--- config.mk ---
export PLATFORM = sky130hd
export DESIGN_NAME = snoop_bus_arbiter_flat
export DESIGN_NICKNAME = d
export VERILOG_FILES = /design/src/rtl/snoop_bus_if.sv /design/src/rtl/snoop_bus_arbiter.sv /design/src/flat_wrapper.sv
export SDC_FILE = /design/constraint.sdc
export NUM_CORES = 1
export LEC_CHECK = 0
export CORE_MARGIN = 5
export CORE_UTILIZATION = 27
export DETAILED_ROUTE_END_ITERATION = 7
export SYNTH_ARGS = -nofsm -noshare
export SYNTH_HDL_FRONTEND = slang
export SYNTH_SLANG_ARGS = --single-unit
--- constraint.sdc ---
create_clock -name clk -period 2.3 [get_ports clk]
set_input_delay 0.46 -clock clk [delete_from_list [all_inputs] [get_ports clk]]
set_output_delay 0.46 -clock clk [all_outputs]
set_load 0.02 [all_outputs]
--- src/rtl/snoop_bus_if.sv ---
// Snoop/broadcast bus bundle between the arbiter and the per-core caches.
// The master side is the arbiter; the slave side is the set of caches.
interface snoop_bus_if #(
  parameter int N    = 3,
  parameter int ID_W = (N > 1) ? $clog2(N) : 1
);
  logic [N-1:0]    req;
  logic [N-1:0]    snoop_ack;
  logic [N-1:0]    grant;
  logic [ID_W-1:0] grant_id;
  logic            bcast_valid;
  logic            done;
  logic            timeout_err;
  logic            busy;

  modport master (
    input  req, snoop_ack,
    output grant, grant_id, bcast_valid, done, timeout_err, busy
  );

  modport slave (
    output req, snoop_ack,
    input  grant, grant_id, bcast_valid, done, timeout_err, busy
  );
endinterface

--- src/rtl/snoop_bus_arbiter.sv ---
// Round-robin arbiter/sequencer for the shared snoop bus: grant, broadcast,
// collect acks from every other cache, then complete (or time out).
module snoop_bus_arbiter #(
  parameter int N       = 3,
  parameter int TIMEOUT = 15,
  parameter int ID_W    = (N > 1) ? $clog2(N) : 1
) (
  input  logic       clk,
  input  logic       reset,
  snoop_bus_if.master bus
);

  typedef enum logic [1:0] {IDLE, BCAST, COLLECT, DONE} state_t;

  localparam int TW = $clog2(TIMEOUT + 1);

  state_t          state;
  logic [N-1:0]    grant;
  logic [ID_W-1:0] grant_id;
  logic [ID_W-1:0] ptr;
  logic [N-1:0]    ack_mask;
  logic [TW-1:0]   tcnt;
  logic            flag;

  logic [ID_W-1:0] sel;
  logic [N-1:0]    sel_onehot;
  logic            found;
  logic [N-1:0]    ack_next;

  assign ack_next = ack_mask | bus.snoop_ack;

  // Scan ptr+1, ptr+2, ... so the last-granted cache has the lowest priority.
  // NOTE: every combinational output gets a default first so no latch is inferred.
  always_comb begin
    sel   = '0;
    found = 1'b0;
    for (int k = 1; k <= N; k++) begin
      if (!found && bus.req[(int'(ptr) + k) % N]) begin
        sel   = ID_W'((int'(ptr) + k) % N);
        found = 1'b1;
      end
    end
    sel_onehot = N'(1) << sel;
  end

  // NOTE: sequential state uses non-blocking assignments only.
  always_ff @(posedge clk or posedge reset) begin
    if (reset) begin
      state    <= IDLE;
      grant    <= '0;
      grant_id <= '0;
      ptr      <= ID_W'(N - 1);
      ack_mask <= '0;
      tcnt     <= '0;
      flag     <= 1'b0;
    end else begin
      case (state)
        IDLE: begin
          if (|bus.req) begin
            grant    <= sel_onehot;
            grant_id <= sel;
            ack_mask <= sel_onehot;  // granted cache never acks itself
            state    <= BCAST;
          end
        end
        BCAST: begin
          ack_mask <= ack_next;
          tcnt     <= '0;
          state    <= (&ack_next) ? DONE : COLLECT;
        end
        COLLECT: begin
          ack_mask <= ack_next;
          tcnt     <= tcnt + TW'(1);
          if (&ack_next) begin
            state <= DONE;
          end else if (tcnt == TW'(TIMEOUT - 1)) begin
            state <= DONE;
            flag  <= 1'b1;
          end
        end
        DONE: begin
          state    <= IDLE;
          grant    <= '0;
          grant_id <= '0;
          ptr      <= grant_id;
          ack_mask <= '0;
          flag     <= 1'b0;
        end
        default: state <= IDLE;
      endcase
    end
  end

  assign bus.grant       = grant;
  assign bus.grant_id    = grant_id;
  assign bus.bcast_valid = (state == BCAST);
  assign bus.done        = (state == DONE);
  assign bus.timeout_err = flag;
  assign bus.busy        = (state != IDLE);

endmodule

--- src/flat_wrapper.sv ---
// flat-port wrapper written by rule: the top's interface ports become plain ports
module snoop_bus_arbiter_flat 
#(
  parameter int N       = 3,
  parameter int TIMEOUT = 15,
  parameter int ID_W    = (N > 1) ? $clog2(N) : 1
)
  (clk, reset, bus_req, bus_snoop_ack, bus_grant, bus_grant_id, bus_bcast_valid, bus_done, bus_timeout_err, bus_busy);
  snoop_bus_if #(.N(N), .ID_W(ID_W)) bus_i ();
  input  logic clk;
  input  logic reset;
  input wire logic [$bits(bus_i.req)-1:0] bus_req;
  input wire logic [$bits(bus_i.snoop_ack)-1:0] bus_snoop_ack;
  output wire logic [$bits(bus_i.grant)-1:0] bus_grant;
  output wire logic [$bits(bus_i.grant_id)-1:0] bus_grant_id;
  output wire logic [$bits(bus_i.bcast_valid)-1:0] bus_bcast_valid;
  output wire logic [$bits(bus_i.done)-1:0] bus_done;
  output wire logic [$bits(bus_i.timeout_err)-1:0] bus_timeout_err;
  output wire logic [$bits(bus_i.busy)-1:0] bus_busy;
  assign bus_i.req = bus_req;
  assign bus_i.snoop_ack = bus_snoop_ack;
  assign bus_grant = bus_i.grant;
  assign bus_grant_id = bus_i.grant_id;
  assign bus_bcast_valid = bus_i.bcast_valid;
  assign bus_done = bus_i.done;
  assign bus_timeout_err = bus_i.timeout_err;
  assign bus_busy = bus_i.busy;
  snoop_bus_arbiter #(.N(N), .TIMEOUT(TIMEOUT), .ID_W(ID_W)) u_core (.clk(clk), .reset(reset), .bus(bus_i));
endmodule
Word level (Yosys, flattened, before mapping)
Index checks and enable logic that the tools add are counted.
{"block": "word_totals", "register_bits": 17, "input_bits": 8, "output_inout_bits": 9, "elab_cells": 70}
{"block": "op_classes", "addsub": 4, "div": 3, "n_lt_le_gt_ge": 3, "eq_ne": 8, "n_shift": 1, "n_mux": 28, "bitwise": 1, "n_reduce_logical": 15}
{"cell": "32-bit by 4-bit < comparator with 1-bit output, second input constant", "count": 3}
{"cell": "32-bit by 3-bit remainder unit with 32-bit output, second input constant", "count": 3}
{"cell": "2-bit two-way mux", "count": 7}
{"cell": "1-bit two-way mux", "count": 11}
{"cell": "3-bit case mux with 3 select lines", "count": 1}
{"cell": "2-bit case mux with 4 select lines", "count": 1}
{"cell": "4-bit case mux with 2 select lines", "count": 1}
{"cell": "2-bit nonzero test", "count": 4}
{"cell": "2-bit by 2-bit adder with 3-bit output, second input constant", "count": 2}
{"cell": "1-bit binary-select mux with 2-bit select", "count": 3}
{"cell": "3-bit case mux with 2 select lines", "count": 1}
{"cell": "3-bit AND reduction", "count": 2}
{"cell": "4-bit by 1-bit adder with 4-bit output, second input constant", "count": 1}
{"cell": "2-bit == test, second input constant", "count": 2}
{"cell": "4-bit == test, second input constant", "count": 1}
{"cell": "2-bit by 1-bit != test with 1-bit output, second input constant", "count": 2}
{"cell": "2-bit case mux with 2 select lines", "count": 1}
{"cell": "2-bit AND reduction", "count": 2}
{"cell": "2-bit by 1-bit adder with 3-bit output, second input constant", "count": 1}
{"cell": "3-bit two-way mux", "count": 1}
{"cell": "3-bit by 1-bit != test with 1-bit output, second input constant", "count": 1}
{"cell": "3-bit OR", "count": 1}
{"cell": "3-bit OR reduction", "count": 1}
{"cell": "1-bit by 2-bit left shift with 3-bit output, first input constant", "count": 1}
{"cell": "7 further kinds", "count": 9}

Logic depth before layout (Yosys ltp)
{"block": "depth", "ltp_word": 15, "ltp_mapped": 7}

Least setup slack after synthesis
OpenSTA, ideal clock, no wires.
{"block": "synth_timing", "kind": "reg-to-reg", "from": "reg u_core.state[0]", "to": "reg u_core.ack_mask[1]", "t_arrival_ns": 1.722, "required_time_ns": 2.235, "slack_ns": 0.513, "path_stages_with_launch": 8, "cell_sequence": "dfrtp_1 -> inv_1 -> ha_1 -> or4b_4 -> buf_6 -> a21boi_4 -> nor3_1 -> a21o_1"}
{"block": "synth_via", "elab_chain_len": 3, "word_cells_on_any_way": 7, "cone_classes": "4 x eq/ne; 1 x mux; 2 x reduce/logical"}
{"item": "from (decl)", "line_no": "snoop_bus_arbiter.sv:17", "text": "state_t state;"}
{"item": "from (signal assigned)", "line_no": "snoop_bus_arbiter.sv:69", "text": "state <= (&ack_next) ? DONE : COLLECT;"}
{"item": "2-bit by 1-bit == test with 1-bit output or 2-bit == test (tied branches)", "line_no": "snoop_bus_arbiter.sv:57", "text": "case (state)"}
{"item": "2-bit OR reduction (no source line)"}
{"item": "3-bit case mux with 3 select lines", "line_no": "snoop_bus_arbiter.sv:57"}
{"item": "to (signal assigned)", "line_no": "snoop_bus_arbiter.sv:62", "text": "ack_mask <= sel_onehot;"}
{"item": "to (signal assigned)", "line_no": "snoop_bus_arbiter.sv:67", "text": "ack_mask <= ack_next;"}
{"item": "to (signal assigned)", "line_no": "snoop_bus_arbiter.sv:72", "text": "ack_mask <= ack_next;"}
{"item": "to (decl)", "line_no": "snoop_bus_arbiter.sv:21", "text": "logic [N-1:0] ack_mask;"}
Several ways; a longest one is shown, not always the timed one.
A chain may end at the register's enable or synchronous reset.

Worst setup path after layout
{"block": "layout_timing", "from": "reg u_core.state[0]", "to": "out bus_done"}
{"block": "layout_via", "elab_chain_len": 1}
{"item": "2-bit == test", "line_no": "snoop_bus_arbiter.sv:97", "text": "assign bus.done = (state == DONE);"}
{"item": "to (decl)", "line_no": "flat_wrapper.sv:17", "text": "output wire logic [$bits(bus_i.done)-1:0] bus_done;"}
No other way between the ends.

==> metrics <==
outcome completed; core area between 3000 and 4000 µm²; Max clock buf depth 2; Congestion Overflow GR 0; n_diodes 0; Final Hold Fails 0; delay-heaviest family, CP buffers and inverters; WL final 2200 µm; drt initial violations 29; later-pin clock latency in the skew report 0.25 ns; Post-synth EDFFs 0; sum of negative setup slack 0 ns; 1st-pass router iterations 4; post-DP HPWL between 1500 and 2000 µm; CTS tree done; fraction of power consumed by sequential logic ~29%; register area share after synthesis 41.7%; Yosys top cell area share 39.1%; reg2reg setup slack 0.38 ns; Startpoint Class register; async set-reset flop share out of synthesis 100%; fmax 455 MHz; H-Tree Depth 1; CP Max Fanout 10; WL/cell 12.6 µm; multiplexer share of the synthesized area 0%; Clk network pwr share around an eighth; vias in the first global route 821; Synth Area in XOR/XNOR 0%; R2R Path End u_core.ack_mask[1]; worst reg-to-reg path cell count 6; initial antenna violation count 0; Setup Fix Bufs, Post-CTS 0; detailed-route via count 823; DRC 0; vias per inst 4.73; Critical Path Stages 2; Yosys cell types 31; CP max stage delay about 0.68 ns; # hold bufs at CTS 0; total CTS buffers 3; adder-cell share of the synthesized area 12.2%; Final Cycle Share between 90% and 100%; final net count 145; VDD IR max 0.000656 V; CP endpoint bus_done; CP Data Required Time 1.84 ns; Die ar. 5120 µm²; Avg Cell Area, Syn 9.66 µm²; max_slew headroom between 50% and 60%; minimum clock period 2.20 ns; root buf cell clkbuf_8; Final setup viols 0; # port buffers 16; Buf+Inv Stages, Crit Path 1; Lkg Pwr 0.579 nW; Clock transition at path regs 0.06 ns; gp weighted congestion 0.779; clk sink count 17; post-route setup slack 0.102 ns; crit end category output pin; Slowest cell on crit path clkdlybuf4s50_1; RSZ-0062 raised after global routing false; Seq cells post-synth 17; Main synth FF type dfrtp_1; Slew @ Worst Pin between 0.6 and 0.7 ns; share of layout cells above drive strength 1 about a tenth; crit path cell chain ha_1 -> clkdlybuf4s50_1; PostCTS Resize Cnt 0; chip width about 72 µm; commonest cells after routing, fill and taps aside clkdlybuf4s50_1 (16), dfrtp_1 (16), inv_1 (13); Synth Area in Compound Gates 24.8%; first-pass GRT wire length 4000 µm; post-route ant nets 0; GRT Overall Usage 9.66%; Worst EP arrival 1.74 ns; Synthesized Nets 124; Mapped Cells 106; kind of critical path reg -> out; worst r2r src u_core.state[0]; largest family of logic cells by synthesized area compound AO/OA/AOI/OAI gates; crit path from u_core.state[0]; largest net degree at the start of global routing 18; count of pins over their slew limit 0; Die Y 71.6 µm; Synth area leader dfrtp_1; Place WS around 0.16 ns; P&R area growth vs syn 25.5%; worst clock skew ~0.0022 ns; max_cap viols 0; Cell Area, Synth 1020 µm²; Int Pwr 0.00104 W; yosys warns 0; Cell Rows 22; # IOs 17; initial core utilization roughly 28%; combinational power share between 50% and 60%; Area contributors post-synth dfrtp_1 (39%), ha_1 (12%), inv_1 (4.8%); switching part of the total around 43%; net switching power roughly 0.00078 W; Worst Hold Class reg -> reg; simple-gate share of the synthesized area between 10% and 20%; PwrDens 1410 nW/µm²
routing by layer:
| layer | vias to the layer above | wire length, µm | global-route usage, % |
|---|---|---|---|
| li1 | 421 | - | - |
| met1 | 388 | 1000 | 12.2 |
| met2 | 12 | 1080 | 15.4 |
| met3 | 2 | 103 | 3.79 |
| met4 | 0 | 16 | 2.51 |
| met5 | - | 0 | 0 |
area by class of cell:
cell class | count | area [µm²]
flip-flops and latches | 17 | 427
repair buffers | 19 | 183
multi-input cells | 73 | 522
clock buffers | 4 | 45.0
well taps | 48 | 60.1
fillers | 366 | 2380
inverters | 13 | 48.8
power groups by stage:
stage               clock (W)  combinational (W)  sequential, W
finish               0.000220            0.00108       0.000518
global route         0.000249            0.00120       0.000536
CTS                  0.000230            0.00108       0.000516
detailed placement          0            0.00108       0.000522
global placement            0            0.00104       0.000519
floorplan                   0           0.000722       0.000553
sequential cells by signal, indices dropped and copies added (netlist names):
| register | cells |
|---|---|
| u_core.ack_mask | 3 |
| u_core.bus.grant | 3 |
| u_core.bus.grant_id | 2 |
| u_core.bus.timeout_err | 1 |
| u_core.ptr | 2 |
| u_core.state | 2 |
| u_core.tcnt | 4 |
logic make-up after synthesis:
kind of cell,Yosys count
compound gates,33
flops,17
simple gates,30
buf+inv,16
fa+ha+maj,10
synthesized netlist by cell type (2+ instances only):
cell type / count
a211oi_1: 2
a21o_1: 2
a21oi_1: 4
a22o_1: 4
a311oi_1: 2
buf_6: 2
dfrtp_1: 16
ha_1: 10
inv_1: 13
nand2_1: 9
nand2b_1: 2
nand3_1: 5
nor2_1: 7
nor3_1: 5
o21ai_0: 6
o22ai_1: 2
worst register-to-register path, stage by stage, from the launching register on:
cell and delay [ns]:
dfrtp_1 0.42, inv_1 0.15, ha_1 0.24, or4b_4 0.57
a21boi_4 0.18, nor3_1 0.20, a21o_1 0.11
metrics by stage:
stage          util [%]  cells  power [W]  cell area (µm²)  hold WS (ns)
5_1_grt            35.1    174    0.00199             1280         0.527
2_1_floorplan         -    106    0.00128             1020         0.385
3_5_place_dp       33.9    170    0.00160             1240         0.473
4_1_cts            35.1    174    0.00183             1280         0.487
3_3_place_gp       33.9    170    0.00156             1240         0.473
6_report           35.1    174    0.00181             1280         0.484
how the worst min path moves through the flow:
stage,cells past startpoint,from,to
finish,2,u_core.bus.grant[0],u_core.bus.grant[0]
CTS,2,u_core.bus.grant[0],u_core.bus.grant[0]
floorplan,1,reset,u_core.ack_mask[0]
detailed placement,2,u_core.bus.grant[0],u_core.bus.grant[0]
global placement,2,u_core.bus.grant[0],u_core.bus.grant[0]
global route,2,u_core.bus.grant[0],u_core.bus.grant[0]
No activity file was read; power rests on OpenSTA's default activity.
